## src/rtl/busline_arbiter_if.sv

```systemverilog
// Busline sharing interface: three requesters on one side, LED decode on the other.
// Latency: none, wires only.
// Backpressure: none; requesters hold req high until they see grant and are done.
interface busline_arbiter_if;
    logic [2:0] req;
    logic [9:0] bus0;
    logic [9:0] bus1;
    logic [9:0] bus2;
    logic [2:0] grant;
    logic [9:0] busline_out;
    logic       busy;

    // Requester/environment side drives requests and note values.
    modport master (
        output req, bus0, bus1, bus2,
        input  grant, busline_out, busy
    );

    // Arbiter side.
    modport slave (
        input  req, bus0, bus1, bus2,
        output grant, busline_out, busy
    );
endinterface

```

## src/rtl/busline_arbiter.sv

```systemverilog
// Round-robin owner of the 10-bit note Busline with post-release hold and ownership budget.
// Latency: grant 1 edge after req, owner data on busline_out 2 edges after req.
// Backpressure: requests wait while another owns the line or its released note is held.
module busline_arbiter #(
    parameter int HOLD_CYCLES = 4,
    parameter int MAX_OWN     = 8
) (
    input  logic             clk,
    input  logic             rst,
    busline_arbiter_if.slave bl
);
    localparam int OWN_W = (MAX_OWN > 1) ? $clog2(MAX_OWN) : 1;
    localparam int GAP_W = (HOLD_CYCLES > 1) ? $clog2(HOLD_CYCLES) : 1;
    localparam logic [OWN_W-1:0] OWN_LAST = OWN_W'(MAX_OWN - 1);
    localparam logic [GAP_W-1:0] GAP_LAST = GAP_W'(HOLD_CYCLES - 1);

    typedef enum logic [1:0] {
        ST_IDLE = 2'd0,
        ST_OWN  = 2'd1,
        ST_GAP  = 2'd2
    } state_e;

    state_e             state_q, state_d;
    logic [2:0]         grant_q, grant_d;
    logic [9:0]         busline_q, busline_d;
    logic [1:0]         ptr_q, ptr_d;      // last winner; during OWN it is the owner
    logic [OWN_W-1:0]   own_cnt_q, own_cnt_d;
    logic [GAP_W-1:0]   gap_cnt_q, gap_cnt_d;

    logic               win_vld;
    logic [1:0]         win_idx;
    logic [2:0]         win_oh;
    logic [2:0]         owner_oh;
    logic [9:0]         owner_bus;
    logic               owner_req;
    logic               others_req;
    logic               release_own;

    // Round-robin search starting just after the last winner.
    always_comb begin
        win_vld = |bl.req;
        win_idx = 2'd0;
        case (ptr_q)
            2'd0: begin
                if (bl.req[1])      win_idx = 2'd1;
                else if (bl.req[2]) win_idx = 2'd2;
                else                win_idx = 2'd0;
            end
            2'd1: begin
                if (bl.req[2])      win_idx = 2'd2;
                else if (bl.req[0]) win_idx = 2'd0;
                else                win_idx = 2'd1;
            end
            default: begin
                if (bl.req[0])      win_idx = 2'd0;
                else if (bl.req[1]) win_idx = 2'd1;
                else                win_idx = 2'd2;
            end
        endcase
    end

    // Decode winner and current owner; owner is recorded in ptr at grant time.
    always_comb begin
        win_oh    = 3'b000;
        owner_oh  = 3'b000;
        owner_bus = 10'd0;
        case (win_idx)
            2'd0:    win_oh = 3'b001;
            2'd1:    win_oh = 3'b010;
            default: win_oh = 3'b100;
        endcase
        case (ptr_q)
            2'd0: begin
                owner_oh  = 3'b001;
                owner_bus = bl.bus0;
            end
            2'd1: begin
                owner_oh  = 3'b010;
                owner_bus = bl.bus1;
            end
            default: begin
                owner_oh  = 3'b100;
                owner_bus = bl.bus2;
            end
        endcase
        owner_req   = |(bl.req & owner_oh);
        others_req  = |(bl.req & ~owner_oh);
        release_own = !owner_req || ((own_cnt_q == OWN_LAST) && others_req);
    end

    // Next-state and registered-output logic for IDLE / OWN / GAP.
    always_comb begin
        state_d   = state_q;
        grant_d   = grant_q;
        busline_d = busline_q;
        ptr_d     = ptr_q;
        own_cnt_d = own_cnt_q;
        gap_cnt_d = gap_cnt_q;
        case (state_q)
            ST_IDLE: begin
                grant_d   = 3'b000;
                busline_d = 10'd0;
                if (win_vld) begin
                    grant_d   = win_oh;
                    ptr_d     = win_idx;
                    own_cnt_d = '0;
                    state_d   = ST_OWN;
                end
            end
            ST_OWN: begin
                if (release_own) begin
                    // Last captured note stays on the line through the gap.
                    grant_d   = 3'b000;
                    gap_cnt_d = '0;
                    state_d   = ST_GAP;
                end else begin
                    busline_d = owner_bus;
                    if (own_cnt_q != OWN_LAST) begin
                        own_cnt_d = own_cnt_q + OWN_W'(1);
                    end
                end
            end
            ST_GAP: begin
                grant_d = 3'b000;
                if (gap_cnt_q == GAP_LAST) begin
                    busline_d = 10'd0;
                    state_d   = ST_IDLE;
                end else begin
                    gap_cnt_d = gap_cnt_q + GAP_W'(1);
                end
            end
            default: begin
                grant_d   = 3'b000;
                busline_d = 10'd0;
                state_d   = ST_IDLE;
            end
        endcase
    end

    // State and output registers; reset points the search at requester 0 first.
    always_ff @(posedge clk or posedge rst) begin
        if (rst) begin
            state_q   <= ST_IDLE;
            grant_q   <= 3'b000;
            busline_q <= 10'd0;
            ptr_q     <= 2'd2;
            own_cnt_q <= '0;
            gap_cnt_q <= '0;
        end else begin
            state_q   <= state_d;
            grant_q   <= grant_d;
            busline_q <= busline_d;
            ptr_q     <= ptr_d;
            own_cnt_q <= own_cnt_d;
            gap_cnt_q <= gap_cnt_d;
        end
    end

    assign bl.grant       = grant_q;
    assign bl.busline_out = busline_q;
    assign bl.busy        = (state_q != ST_IDLE);
endmodule

```

## src/flat_wrapper.sv

```systemverilog
// flat-port wrapper written by rule: the top's interface ports become plain ports
module busline_arbiter_flat 
#(
    parameter int HOLD_CYCLES = 4,
    parameter int MAX_OWN     = 8
)
  (clk, rst, bl_req, bl_bus0, bl_bus1, bl_bus2, bl_grant, bl_busline_out, bl_busy);
  busline_arbiter_if bl_i ();
  input  logic clk;
  input  logic rst;
  input wire logic [$bits(bl_i.req)-1:0] bl_req;
  input wire logic [$bits(bl_i.bus0)-1:0] bl_bus0;
  input wire logic [$bits(bl_i.bus1)-1:0] bl_bus1;
  input wire logic [$bits(bl_i.bus2)-1:0] bl_bus2;
  output wire logic [$bits(bl_i.grant)-1:0] bl_grant;
  output wire logic [$bits(bl_i.busline_out)-1:0] bl_busline_out;
  output wire logic [$bits(bl_i.busy)-1:0] bl_busy;
  assign bl_i.req = bl_req;
  assign bl_i.bus0 = bl_bus0;
  assign bl_i.bus1 = bl_bus1;
  assign bl_i.bus2 = bl_bus2;
  assign bl_grant = bl_i.grant;
  assign bl_busline_out = bl_i.busline_out;
  assign bl_busy = bl_i.busy;
  busline_arbiter #(.HOLD_CYCLES(HOLD_CYCLES), .MAX_OWN(MAX_OWN)) u_core (.clk(clk), .rst(rst), .bl(bl_i));
endmodule
```

## config.mk

```make
export PLATFORM = sky130hd
export DESIGN_NAME = busline_arbiter_flat
export DESIGN_NICKNAME = d
export VERILOG_FILES = /design/src/rtl/busline_arbiter_if.sv /design/src/rtl/busline_arbiter.sv /design/src/flat_wrapper.sv
export SDC_FILE = /design/constraint.sdc
export NUM_CORES = 1
export LEC_CHECK = 0
export ABC_CLOCK_PERIOD_IN_PS = 2800
export CAP_MARGIN = 20
export CORE_MARGIN = 2
export CORE_UTILIZATION = 45
export DETAILED_ROUTE_END_ITERATION = 16
export MAX_ROUTING_LAYER = met4
export PLACE_DENSITY = 0.8
export SYNTH_ARGS = -nofsm -noshare
export SYNTH_HDL_FRONTEND = slang
export SYNTH_SLANG_ARGS = --single-unit
```

## constraint.sdc

```tcl
create_clock -name clk -period 2.8 [get_ports clk]
set_clock_uncertainty 0.2 [all_clocks]
set_input_delay 0.42 -clock clk [delete_from_list [all_inputs] [get_ports clk]]
set_output_delay 0.42 -clock clk [all_outputs]
set_load 0.03 [all_outputs]
```

==> out/results.env, run 1 <==
ANT_NETS=0
WORSTPATHBUFFERINVERTERCOUNT=3
CTS-ROOT-BUF='sky130_fd_sc_hd__clkbuf_4'
WORST_SETUP_PATH_END_KIND='output port'
YOSYS_REGISTER_BITS=22
MIN_DELAY_PATH_CLASS='reg -> reg'
FIRST_PASS_GRT_WIRE_LENGTH_UM=5580
TIMING.FINAL.SETUP_VIOLATIONS=0
SETUP_TOTAL_NEGATIVE_SLACK_PS=0
AREA.GROWTH.SYNTH_TO_FINAL_PCT=37.0
SYNTH.YOSYS.WARNINGS=0
SETUP_SLACK_OF_THE_CRITICAL_PATH_AFTER_LAYOUT_PS=359
COUNT_OF_BUFFERS_ADDED_BY_POST_CTS_TIMING_REPAIR_FOR_SETUP=0
SYNTH_NETS=187
DIEAREA_UM2=3560
DIE_HEIGHT_UM=59.6
PATH_DEPTH=4
REPORTED_LEAKAGE_POWER_nW=0.841
MAX-CAP-VIOLATIONS=0
CTSRESIZECOUNT=0
POWER_DENSITY_nW_PER_UM2=1000
CLKSLEWWORSTSETUPHOLDPATHS_PS=130
GR-USAGE-MET1_PCT=26.3
GRT-BUSIEST-LAYER='met2'
AVGROUTEDWIREPERCELL_UM=14.5
WORSTSETUPSTARTPOINTTYPE='flop'
MAX-CLOCK-PATH-BUFFERS=2
HPWL_UM=2560
GLOBALROUTE.TOTALOVERFLOW=0
POSTCTSHOLDBUFS=0
LONGEST_INDIVIDUAL_STAGE_DELAY_ON_THE_WORST_PATH_PS=660
RSZ0062_AT_GRT='no'
INITIAL_UTILIZATION_PCT=46.4
DP.CELLS=221
CLOCK_SINKS=22
PLACE.GP.CONGESTION=0.854
NFILLCELLS=236
CTS_MAX_LEVEL=1
DIE_X_UM=59.6
NUM_IO_PINS=49
CORE_AREA_UM2=3000
CTS_INSERTED_BUFFERS=3
MAX_SLEW_MARGIN_PCT=43.0
DETAIL_ROUTE.FIRST_PASS.ITERATIONS=5
CRITICAL_PATH.TOP_DELAY_FAMILY='buffers and inverters'
NUM_ANTENNA_CELLS=0
NUMBER_OF_ENDPOINTS_WITH_NEGATIVE_HOLD_SLACK_IN_THE_FINAL_REPORT=0
CLOCK_LATENCY_PS=310
CRIT_PATH_CELL_TRACE='inv_1, ha_1, inv_2, clkdlybuf4s50_1'
FINISH.NET_COUNT=234
TIMING.CRITICAL_PATH.SLOWEST_STAGE_CELL='sky130_fd_sc_hd__clkdlybuf4s50_1'
FINAL_MAX_SLEW_VIOL_COUNT=0
DPL_WORST_SLACK_PS=208
MIN_PATH_CELLS=1
NUM_ROWS=20
DRIVE_GT1_SHARE_PCT=7.29
DETAIL_ROUTE.DRC_VIOLATIONS=0
SEQUENTIAL_SHARE_OF_THE_SYNTHESIZED_AREA_PCT=39.6
FINAL_PERIOD_MINUS_WORST_SETUP_SLACK_PS=2440
CRIT_SHARE_POST_ROUTE_PCT=87.2
CRIT_FANOUT=8
WORSTSETUPPATHTYPE='reg -> out'
TIGHTEST_SLEW_PS=854
DETAILED_ROUTE_WIRE_LENGTH_UM=3260
FIRST_GLOBAL_VIAS=1270
FF2FF_SETUP_SLACK_PS=530
SYNTH_TOP_FLOP_CELL='sky130_fd_sc_hd__dfrtp_1'
USE_MET3_PCT=3.49
IRDROPWORSTVDD_mV=0.482
CP.ARRIVAL_PS=1820
R2R_CELLS=7
SYNTH-EDFF-COUNT=0
MAXIMUM_NUMBER_OF_PINS_ON_ONE_NET_BEFORE_GLOBAL_ROUTE_REPAIR=25
POST_SYNTH_INST_COUNT=146
VIASPERCELL=5.61
CTS_TREE='yes'
PLACE.PORT_BUFFERS=48
ASYNC_RESET_FF_SHARE_PCT=100
POST_SYNTH_NUM_CELL_TYPES=43
DR_TOTAL_VIAS=1262
FINAL-INSTANCE-COUNT-EXCL-FILL=225
COMBINED_AREA_OF_ALL_SYNTHESIZED_CELLS_UM2=1390
DRT_FIRST_ITER_VIOLATIONS=47
CP.REQUIRED_PS=2180
REPORT.POWER.TOTAL_W=0.00191
CLOCK.FMAX_MHz=410
GRT_ANTENNA_BEFORE_REPAIR=0
TRACK_USAGE_PCT=21.6
RUN_STATUS='completed'
MET2_USAGE_PCT=36.6
SYN_AREA_PER_CELL_UM2=9.54
logic make-up after synthesis:
| kind of cell | after synthesis | share of synthesized area [%] |
|---|---|---|
| multiplexers | 14 | 10.2 |
| flip-flops | 22 | 39.6 |
| adder cells (fa/ha/maj) | 6 | 5.39 |
| AND/OR/NAND/NOR | 41 | 14.6 |
| buffers and inverters | 16 | 6.02 |
| AO/OA/AOI/OAI | 47 | 24.1 |
where the power goes:
| part | leakage [nW] | internal [W] | switching, W |
|---|---|---|---|
| clock network | 0.0210 | 0.0000793 | 0.000101 |
| logic | 0.528 | 0.000501 | 0.000662 |
| registers | 0.292 | 0.000454 | 0.000115 |
| total | 0.841 | 0.00103 | 0.000878 |
metal layers:
layer | up-vias | share of wire (%)
met5 | - | 0
met4 | 0 | 0.71
met3 | 2 | 6.4
met2 | 48 | 51
met1 | 591 | 42
li1 | 621 | -
flip-flops by register name (all words and copies together), names as in the netlist:
| name | flops |
|---|---|
| u_core.bl.busline_out | 10 |
| u_core.bl.grant | 3 |
| u_core.gap_cnt_q | 2 |
| u_core.own_cnt_q | 3 |
| u_core.ptr_q | 2 |
| u_core.state_q | 2 |
synthesized netlist by cell type, drive strengths merged, types with 2 or more instances:
cell    count  area (um^2)
mux2i      12          120
o21ai      15         75.1
a21o        2         16.3
and2        2         15.0
nand2      22         97.6
buf         4         35.0
a31oi       2         18.8
inv         9         33.8
nor2b       3         18.8
ha          6         75.1
o311ai      3         26.3
dfrtp      21          526
a21oi       5         28.8
clkbuf      3         15.0
nand3       6         30.0
mux2        2         22.5
nor2        5         18.8
a22o        8         70.1
o211ai      2         15.0
cell type report:
| type | instances | area, um^2 | share of cell area, % |
|---|---|---|---|
| Tap cell | 33 | 41.3 | 2.16 |
| Sequential cell | 22 | 552 | 28.9 |
| Multi-Input combinational cell | 108 | 757 | 39.7 |
| Inverter | 9 | 33.8 | 1.77 |
| Timing Repair Buffer | 49 | 488 | 25.6 |
| Clock buffer | 4 | 36.3 | 1.90 |
metrics by stage:
step | utilization, % | instance area (um^2) | hold WS, ps
floorplan | - | 1390 | 208
global placement | 62.3 | 1870 | 270
detailed placement | 62.3 | 1870 | 278
CTS | 63.5 | 1910 | 306
global route | 63.5 | 1910 | 327
finish | 63.5 | 1910 | 306
path summary, 6_finish.rpt:
| path | startpoint | endpoint |
|---|---|---|
| min reg2reg | u_core.gap_cnt_q[0]$_DFFE_PP0P_ | u_core.gap_cnt_q[0]$_DFFE_PP0P_ |
| min | u_core.gap_cnt_q[0]$_DFFE_PP0P_ | u_core.gap_cnt_q[0]$_DFFE_PP0P_ |
| max reg2reg | u_core.state_q[0]$_DFFE_PP0P_ | u_core.own_cnt_q[0]$_DFFE_PP0P_ |
| max in group asynchronous | rst | u_core.own_cnt_q[2]$_DFFE_PP0P_ |
| min in group asynchronous | rst | u_core.gap_cnt_q[0]$_DFFE_PP0P_ |
| max | u_core.state_q[0]$_DFFE_PP0P_ | bl_busy |
placed cells by master (no fill, tap or decap), types with 2 or more instances in the layout:
cell type,instances
sky130_fd_sc_hd__clkdlybuf4s50_1,48
sky130_fd_sc_hd__dfrtp_1,21
sky130_fd_sc_hd__nand2_1,20
sky130_fd_sc_hd__o21ai_0,14
sky130_fd_sc_hd__mux2i_1,12
sky130_fd_sc_hd__inv_1,8
sky130_fd_sc_hd__a22o_1,8
sky130_fd_sc_hd__nand3_1,6
sky130_fd_sc_hd__ha_1,6
sky130_fd_sc_hd__nor2_1,5
sky130_fd_sc_hd__a21oi_1,4
sky130_fd_sc_hd__nor2b_1,3
sky130_fd_sc_hd__o311ai_0,3
sky130_fd_sc_hd__clkbuf_4,3
sky130_fd_sc_hd__nand2_4,2
sky130_fd_sc_hd__o211ai_1,2
sky130_fd_sc_hd__mux2_1,2
(Power assumes the default switching activity.)
==> inputs of run 2 (changes only) <==
--- a/config.mk
+++ b/config.mk
@@ -17 +17,2 @@
 export SYNTH_SLANG_ARGS = --single-unit
+export TNS_END_PERCENT = 5
==> constraint.sdc (replaced) <==
create_clock -name clk -period 2.8 [get_ports clk]
set_clock_uncertainty 0.2 [all_clocks]
set_input_delay 0.56 -clock clk [delete_from_list [all_inputs] [get_ports clk]]
set_output_delay 0.56 -clock clk [all_outputs]
set_load 0.03 [all_outputs]
==> run 2 against run 1 <==
Effect of this change: clock power barely moved; sequential cell count did not move; combinational power barely moved; core utilization rose by 0.25 points; critical endpoint unchanged; worst setup slack got worse by 160 ps; largest power group unchanged; routed wire length fell by 2.1%; worst hold slack got worse by 1.3 ps.
==> out/results.env, run 2 (synthesis gave the netlist of run 1 again) <==
RUN_STATUS='completed'  # unchanged
METAL3_WL_UM=216  # was 210 um
MIN_PATH_CELLS=1  # unchanged
HIGHEST_METAL_LAYER_WITH_SIGNAL_WIRES='met4'  # unchanged
CTS-ROOT-BUF='sky130_fd_sc_hd__clkbuf_4'  # unchanged
CLKSLEWWORSTSETUPHOLDPATHS_PS=130  # about the same
CLOCK_LATENCY_PS=320  # was 310 ps
FF2FF_SETUP_SLACK_PS=530  # about the same
CP.ARRIVAL_PS=1840  # was 1820 ps
CTSRESIZECOUNT=0  # unchanged
DRIVE_GT1_SHARE_PCT=7.77  # was 7.29%
RSZ0062_AT_GRT='no'  # unchanged
CRIT_FANOUT=8  # unchanged
CLOCK.FMAX_MHz=384  # was 410 MHz
DETAIL_ROUTE.FIRST_PASS.ITERATIONS=4  # was 5
MAX-CAP-VIOLATIONS=0  # unchanged
IRDROPWORSTVDD_mV=0.483  # was 0.482 mV
LONGEST_INDIVIDUAL_STAGE_DELAY_ON_THE_WORST_PATH_PS=660  # about the same
ANT_NETS=0  # unchanged
WL_MET1_UM=1360  # was 1380 um
FIRST_GLOBAL_VIAS=1194  # was 1270
DRT_FIRST_ITER_VIOLATIONS=51  # was 47
CP.REQUIRED_PS=2040  # was 2180 ps
TIMING.CRITICAL_PATH.SLOWEST_STAGE_CELL='sky130_fd_sc_hd__clkdlybuf4s50_1'  # unchanged
DIEAREA_UM2=3560  # unchanged
GRT_ANTENNA_BEFORE_REPAIR=0  # unchanged
PLACE.PORT_BUFFERS=48  # unchanged
AVGROUTEDWIREPERCELL_UM=14.1  # was 14.5 um
DETAIL_ROUTE.DRC_VIOLATIONS=0  # unchanged
LAYOUT.CELLS.MOST_COMMON='sky130_fd_sc_hd__clkdlybuf4s50_1'  # unchanged
GLOBALROUTE.TOTALOVERFLOW=0  # unchanged
WORSTSETUPPATHTYPE='reg -> out'  # unchanged
COUNT_OF_BUFFERS_ADDED_BY_POST_CTS_TIMING_REPAIR_FOR_SETUP=0  # unchanged
R2R_CELLS=7  # unchanged
CRIT-REG2REG-CAPTURE='u_core.own_cnt_q[0]$_DFFE_PP0P_'  # unchanged
NUMBER_OF_ENDPOINTS_WITH_NEGATIVE_HOLD_SLACK_IN_THE_FINAL_REPORT=0  # unchanged
WORST_HOLD_PATH.ENDPOINT='u_core.bl.grant[1]$_DFFE_PP0P_'  # was u_core.gap_cnt_q[0]$_DFFE_PP0P_
CTS_INSERTED_BUFFERS=3  # unchanged
WORSTSETUPSTARTPOINTTYPE='flop'  # unchanged
CRIT_SHARE_POST_ROUTE_PCT=92.9  # was 87.2%
MAX-CLOCK-PATH-BUFFERS=2  # unchanged
CTS_MAX_LEVEL=1  # unchanged
NUM_ROWS=20  # unchanged
TIMING.FINAL.SETUP_VIOLATIONS=0  # unchanged
MOST-COMMON-LAYOUT-CELLS='48 x sky130_fd_sc_hd__clkdlybuf4s50_1, 21 x sky130_fd_sc_hd__dfrtp_1, 20 x sky130_fd_sc_hd__nand2_1'  # unchanged
SETUP_TOTAL_NEGATIVE_SLACK_PS=0  # unchanged
MAX_SLEW_MARGIN_PCT=45.6  # was 43.0%
FINAL_MAX_SLEW_VIOL_COUNT=0  # unchanged
DPL_CELL_AREA_UM2=1880  # was 1870 um^2
POWER_DENSITY_nW_PER_UM2=997  # was 1000 nW/um^2
TIGHTEST_SLEW_PS=815  # was 854 ps
REPORTED_LEAKAGE_POWER_nW=0.846  # was 0.841 nW
HPWL_UM=2460  # was 2560 um
FINAL_PERIOD_MINUS_WORST_SETUP_SLACK_PS=2600  # was 2440 ps
CTS_TREE='yes'  # unchanged
TRACK_USAGE_PCT=20.5  # was 21.6%
NUM_IO_PINS=49  # unchanged
FIRST_PASS_GRT_WIRE_LENGTH_UM=5200  # was 5580 um
AREA.GROWTH.SYNTH_TO_FINAL_PCT=37.6  # was 37.0%
POSTLAYOUTCELLAREA_UM2=1920  # was 1910 um^2
VIASPERCELL=5.66  # was 5.61
DR_TOTAL_VIAS=1280  # was 1262
INITIAL_UTILIZATION_PCT=46.4  # unchanged
FIN_HOLD_WS_PS=304  # was 306 ps
DIE_HEIGHT_UM=59.6  # unchanged
SOURCE_OF_THE_WORST_REGISTER_TO_REGISTER_TIMING_PATH='u_core.state_q[0]$_DFFE_PP0P_'  # unchanged
NUM_ANTENNA_CELLS=0  # unchanged
DIE_X_UM=59.6  # unchanged
HOLD_START='u_core.bl.grant[1]$_DFFE_PP0P_'  # was u_core.gap_cnt_q[0]$_DFFE_PP0P_
FINISH.NET_COUNT=235  # was 234
MET2_WIRELENGTH_UM=1590  # was 1650 um
MIN_DELAY_PATH_CLASS='reg -> reg'  # unchanged
LAYOUT.CORE_UTILIZATION_PCT=63.8  # was 63.5%
LARGEST_REGISTER_FFS=10  # unchanged
MAXIMUM_NUMBER_OF_PINS_ON_ONE_NET_BEFORE_GLOBAL_ROUTE_REPAIR=25  # unchanged
DETAILED_ROUTE_WIRE_LENGTH_UM=3190  # was 3260 um
WORST_SETUP_PATH_END_KIND='output port'  # unchanged
POSTCTSHOLDBUFS=0  # unchanged
PLACE.GP.CONGESTION=0.878  # was 0.854
CORE_AREA_UM2=3000  # unchanged
CRIT_PATH_CELL_TRACE='inv_1, ha_1, inv_2, clkdlybuf4s50_1'  # unchanged
CLOCK_SINKS=22  # unchanged
run 2: cell count changes in the layout (fill, tap and decap cells not counted):
cell                    change
sky130_fd_sc_hd__buf_4      +1
run 2: routing by layer:
| metal | track usage [%] | up-vias |
|---|---|---|
| met5 | - | - |
| met1 | 24.3 | 600 |
| met3 | 5.68 | 4 |
| met4 | 6.67 | 0 |
| li1 | - | 623 |
| met2 | 33.6 | 53 |
run 2: worst max-delay path: cells and delay by family (launching register included):
| kind | cells | cell delay [ps] |
|---|---|---|
| DFF | 1 | 370 |
| buffers and inverters | 3 | 830 |
| adders and majority gates | 1 | 310 |
run 2: power breakdown:
| group | leakage, nW | total (W) | switching, W | internal, W |
|---|---|---|---|---|
| logic | 0.533 | 0.00116 | 0.000657 | 0.000501 |
| registers | 0.292 | 0.000574 | 0.000120 | 0.000454 |
| clock network | 0.0210 | 0.000178 | 0.0000987 | 0.0000795 |
run 2: final cells by class:
cell class	instances	area [um^2]
Clock buffer	4	36.3
Fill cell	243	1090
Inverter	9	33.8
Multi-Input combinational cell	108	757
Sequential cell	22	552
Tap cell	33	41.3
Timing Repair Buffer	50	495
run 2: worst max path at each step:
stage	start	end	slack (ps)	cells after the start
3_5_place_dp	bl_req[1]	u_core.bl.grant[2]$_DFFE_PP0P_	60	6
2_1_floorplan	u_core.state_q[0]$_DFFE_PP0P_	u_core.own_cnt_q[0]$_DFFE_PP0P_	700	7
4_1_cts	u_core.state_q[0]$_DFFE_PP0P_	bl_busy	200	4
3_3_place_gp	bl_req[1]	u_core.bl.grant[1]$_DFFE_PP0P_	160	6
5_1_grt	u_core.state_q[0]$_DFFE_PP0P_	bl_busy	110	4
6_report	u_core.state_q[0]$_DFFE_PP0P_	bl_busy	200	4
run 2: per-stage QoR:
stage | instances | worst slack [ps] | power, W
3_5_place_dp | 222 | 64.2 | 0.00174
5_1_grt | 226 | 107 | 0.00205
6_report | 226 | 199 | 0.00191
2_1_floorplan | 146 | 696 | 0.00139
4_1_cts | 226 | 199 | 0.00192
3_3_place_gp | 222 | 163 | 0.00170
==> inputs of run 3 (changes only) <==
Settings changed: HOLD_SLACK_MARGIN set to 0.05.
==> results of run 3 <==
Same layout as run 2: the final DEF is identical, and so are final timing and power.
==> variant 1, RTL diff (flow settings as in run 3) <==
Make the reset (`rst`) synchronous in one clocked block.
--- a/src/rtl/busline_arbiter.sv
+++ b/src/rtl/busline_arbiter.sv
@@ -138,7 +138,7 @@
     end
 
     // State and output registers; reset points the search at requester 0 first.
-    always_ff @(posedge clk or posedge rst) begin
+    always_ff @(posedge clk) begin
         if (rst) begin
             state_q   <= ST_IDLE;
             grant_q   <= 3'b000;
Behaviour: differs if rst is asserted again (counterexample within 4 cycles, from zero or initial values and one cycle with rst high); with rst held inactive, the same outputs for 10 cycles.
==> variant 1 against run 3 <==
Hold slack got worse by 0.021 ns; area after synthesis increased by 1.7%; highest routed layer unchanged; combinational power shrank 36%; sequential power decreased by 26%; final area increased by 3.5%; wire length grew 23%; via count grew 19%; worst setup slack worse by 0.047 ns; core utilization grew 1.7 points; sequential cell count is the same; power is 30% lower.
==> variant 1: results (changes against run 3) <==
** Cells and area
- Number of fill cells in the layout :: 268 (+10%)
- The multi-input logic area came to 891 sq um (+18%).
- The share of post-route cells with drive strength above 1 is 6.28% (-1.5 points).
- The non-clock buffer share of cell area came to 27.3% (+1.4 points).
- Number of combinational gates with multiple inputs :: 136 (+26%)
- Non-clock inverter total of the final layout :: 5 (-4)
- Proportion of cell area occupied by registers :: 22.2% (-6.6 points)

** Hold path
- The count of cells along the worst hold path came to 2 (+1).
- The worst hold path begins at u_core.bl.grant[2]$_SDFFE_PP0P_.
- The path with the worst hold slack has its endpoint at u_core.bl.grant[2]$_SDFFE_PP0P_.

** Place
- HPWL after detailed placement :: 3050 microns (+24%)
- Total instance count after detailed placement :: 263 (+18%)
- Placed cell areas :: 1950 sq um (+3.5%)
- The setup slack at placement was 0.147 ns (+0.0832 ns).
- Placer congestion estimate :: 0.880 (+0.20%)

** Setup path
- Arrival @ worst endpoint :: 1.89 ns (+0.05 ns)
- Endpoint of the most critical register-to-register path :: u_core.bl.busline_out[9]$_SDFFE_PP0P_
- Peak fanout along the critical path :: 7 (-1)
- The logic depth of the worst register-to-register path is 6 (-1).
- Flop2flop setup slack :: 0.61 ns (+0.08 ns)
- Startpoint of the most critical setup path :: u_core.state_q[0]$_SDFFE_PP0P_

** Yosys
- The post-synth net total came to 218 (+17%).
- Multiplexer share of the synthesized area :: 9.28% (-0.97 points)
- The sequential cell area fraction in the yosys report was 31.1% (-8.5 points).
- Average size of a mapped cell :: 8.00 sq um (-16%)
- Dominant cells by area after synthesis :: dfxtp_1 31%, mux2i_1 8.5%, nand2_1 6.9%
- Main flop type after synthesis :: dfxtp_1
- Netlist cell types :: 38 (-12%)
- The compound-gate portion of the synthesized area is 24.6% (+0.57 points).

** Global route
- First-pass GRT wire length :: 6080 microns (+17%)
- The number of global-route vias before repair is 1442 (+21%).
- The largest net degree at the start of global routing came to 22 (-12%).
- GR Util All Layers :: 23.0% (+2.5 points)

** Pwr
- The sequential cell fraction of total power was 31.5% (+1.5 points).
- The internal power consumption came to 763 uW (-26%).
- Worst vdd rail ir drop :: 0.425 mV (-12%)
- The ratio of total power to cell area came to 678 nW/um^2 (-32%).

** Run status
- Run status :: finished clean

** Detailed routing
- WL per Instance :: 14.6 microns (+3.7%)
- The iteration count of the initial detailed-routing pass is 5 (+1).
- The detailed router's first-iteration violation count is 72 (+41%).

** STA
- The worst hold slack across all endpoints came to 0.284 ns (-0.0206 ns).
- The slew of the pin with the lowest slew margin was 0.892 ns (+0.0778 ns).

** Die
- Die Wd :: 60.1 microns (+0.79%)
## variant 1: cell count changes in the layout (fill, tap and decap cells not counted), sizes merged, moves of 3 or more
cell   before  now
a22o        8    5
nor2        5    8
and3        0    5
a311o       0    7
dfxtp       0   22
nand2      22   26
dfrtp      21    0
inv         9    5
buf         2    8
nor3        0    9
## variant 1: layer usage
| layer | global-route usage [%] | vias up | share of wire [%] |
|---|---|---|---|
| li1 | - | 744 | - |
| met1 | 25.4 | 712 | 43 |
| met2 | 39.9 | 57 | 50 |
| met3 | 3.90 | 7 | 5.2 |
| met4 | 10.5 | 0 | 1.5 |
| met5 | - | - | 0 |
## variant 1: worst min-delay path: stages, from the launching register on
cell	delay, ns
dfxtp_1	0.34
nand3_1	0.06
a21oi_1	0.05
==> variant 2, RTL diff (config.mk and constraints of run 3) <==
Without the edit above. `MAX_OWN` is set to 8 in 2 places; all go to 16.
--- a/src/rtl/busline_arbiter.sv
+++ b/src/rtl/busline_arbiter.sv
@@ -3,7 +3,7 @@
 // Backpressure: requests wait while another owns the line or its released note is held.
 module busline_arbiter #(
     parameter int HOLD_CYCLES = 4,
-    parameter int MAX_OWN     = 8
+    parameter int MAX_OWN     = 16
 ) (
     input  logic             clk,
     input  logic             rst,
--- a/src/flat_wrapper.sv
+++ b/src/flat_wrapper.sv
@@ -2,7 +2,7 @@
 module busline_arbiter_flat 
 #(
     parameter int HOLD_CYCLES = 4,
-    parameter int MAX_OWN     = 8
+    parameter int MAX_OWN     = 16
 )
   (clk, rst, bl_req, bl_bus0, bl_bus1, bl_bus2, bl_grant, bl_busline_out, bl_busy);
   busline_arbiter_if bl_i ();
Formal check against the unedited RTL: not equivalent (Yosys sat finds a counterexample within 10 cycles, from zero or initial values and one cycle with rst high).
==> variant 2 against run 3 <==
Power fell by 3.4%; sequential cell count rose by 1; area after synthesis rose by 2.0%; final area rose by 2.9%; worst setup slack got worse by 0.044 ns; clock power fell by 17%; wire length rose by 6.1%; critical endpoint unchanged.
==> variant 2: results (changes against run 3) <==
** Detailed routing
- The length of routed wiring on met1 was 1430 microns (+4.8%).
- Met3 wire len :: 304 microns (+41%)
- The detailed router's first-iteration violation count came to 54 (+5.9%).
- The detailed-routed wire length on met2 is 1640 microns (+3.5%).
- The overall via count from detail_route came to 1294 (+1.1%).
- Routed wire length :: 3380 microns (+6.1%)

** Setup path
- The biggest fanout along the worst timing path is 11 (+3).
- The data arrival time at the worst-slack endpoint came to 1.88 ns (+0.04 ns).
- The maximum single-stage delay on the critical path came to 0.60 ns (-0.06 ns).

** Place
- Pre-CTS setup slack :: 0.0547 ns (-0.00954 ns)
- The final HPWL from detailed placement came to 2710 microns (+10%).
- Placed cell areas :: 1940 sq um (+3.5%)
- Placer congestion estimate :: 0.840 (-4.4%)

** Yosys
- Dominant cells by area after synthesis :: dfrtp_1 39%, mux2i_1 8.5%, o22ai_1 5.3%
- Leading cell types by count after synthesis :: 22 x dfrtp_1, 19 x inv_1, 13 x nor2_1
- Share of the yosys chip area belonging to registers :: 40.6% (+0.99 points)
- The count of different cell masters after synthesis came to 39 (-9.3%).
- The synthesized area divided by synthesized cell count was 9.40 sq um (-1.4%).

** Cells and area
- Final Instance Count excl. Fillers :: 243 (+7.5%)
- The number of nets in the layout came to 240 (+2.1%).
- Fraction of layout cells with a size suffix above 1 :: 8.54% (+0.77 points)

** Pwr
- Worst vdd rail ir drop :: 0.478 mV (-1.0%)
- Fraction of power spent switching nets :: 45.1% (-0.77 points)
- Leakage Power :: 0.000851 uW (+0.55%)

** Global route
- The largest net degree at the start of global routing is 24 (-4.0%).
- First-pass GRT wire length :: 5410 microns (+4.1%)
- GR Util met2 :: 34.2% (+0.57 points)
- The global-route track usage on met3 was 3.25% (-2.4 points).

** Run status
- The run finished with clean final reports.

** CTS
- Clock latency reported for the late side of the worst-skew pair :: 0.30 ns (-0.02 ns)
variant 2: through the flow:
stage | total power [uW] | util (%)
finish | 1840 | 65.1
CTS | 1860 | 65.1
global route | 1990 | 65.1
detailed placement | 1710 | 64.2
floorplan | 1340 | -
global placement | 1650 | 64.2
variant 2: layout make-up:
cell class / count / area [sq um]
Clock buffer: 4 / 26.3
Fill cell: 242 / 1060
Inverter: 19 / 71.3
Multi-Input combinational cell: 99 / 716
Sequential cell: 23 / 577
Tap cell: 44 / 55.1
Timing Repair Buffer: 54 / 526
variant 2: power by group through the flow:
| stage | Clock (uW) | Combinational (uW) | Sequential (uW) |
|---|---|---|---|
| after floorplan | 0 | 667 | 671 |
| after global placement | 0 | 1100 | 554 |
| final | 148 | 1140 | 555 |
| after global routing | 170 | 1240 | 573 |
| after CTS | 156 | 1150 | 555 |
| after detailed placement | 0 | 1140 | 563 |
variant 2: kinds of logic after synthesis:
logic type | synth area share, %
mux | 11.1
compound gates | 24.1
flops | 40.6
fa+ha+maj | 4.41
simple gates | 10.7
buf+inv | 8.99
variant 2: path summary, 6_finish.rpt:
path                                                        endpoint                       startpoint  slack, ns  depth (start not counted)
worst min-delay path                 u_core.own_cnt_q[0]$_DFFE_PP0P_  u_core.own_cnt_q[0]$_DFFE_PP0P_       0.31                          1
worst min register to register       u_core.own_cnt_q[0]$_DFFE_PP0P_  u_core.own_cnt_q[0]$_DFFE_PP0P_       0.31                          1
worst max-delay path                                         bl_busy    u_core.state_q[0]$_DFFE_PP0P_       0.16                          4
worst max register to register       u_core.own_cnt_q[1]$_DFFE_PP0P_    u_core.state_q[0]$_DFFE_PP0P_       0.47                          7
min in group asynchronous       u_core.bl.busline_out[3]$_DFFE_PP0P_                              rst       0.38                          3
max in group asynchronous                u_core.ptr_q[1]$_DFFE_PP1P_                              rst       1.74                          3
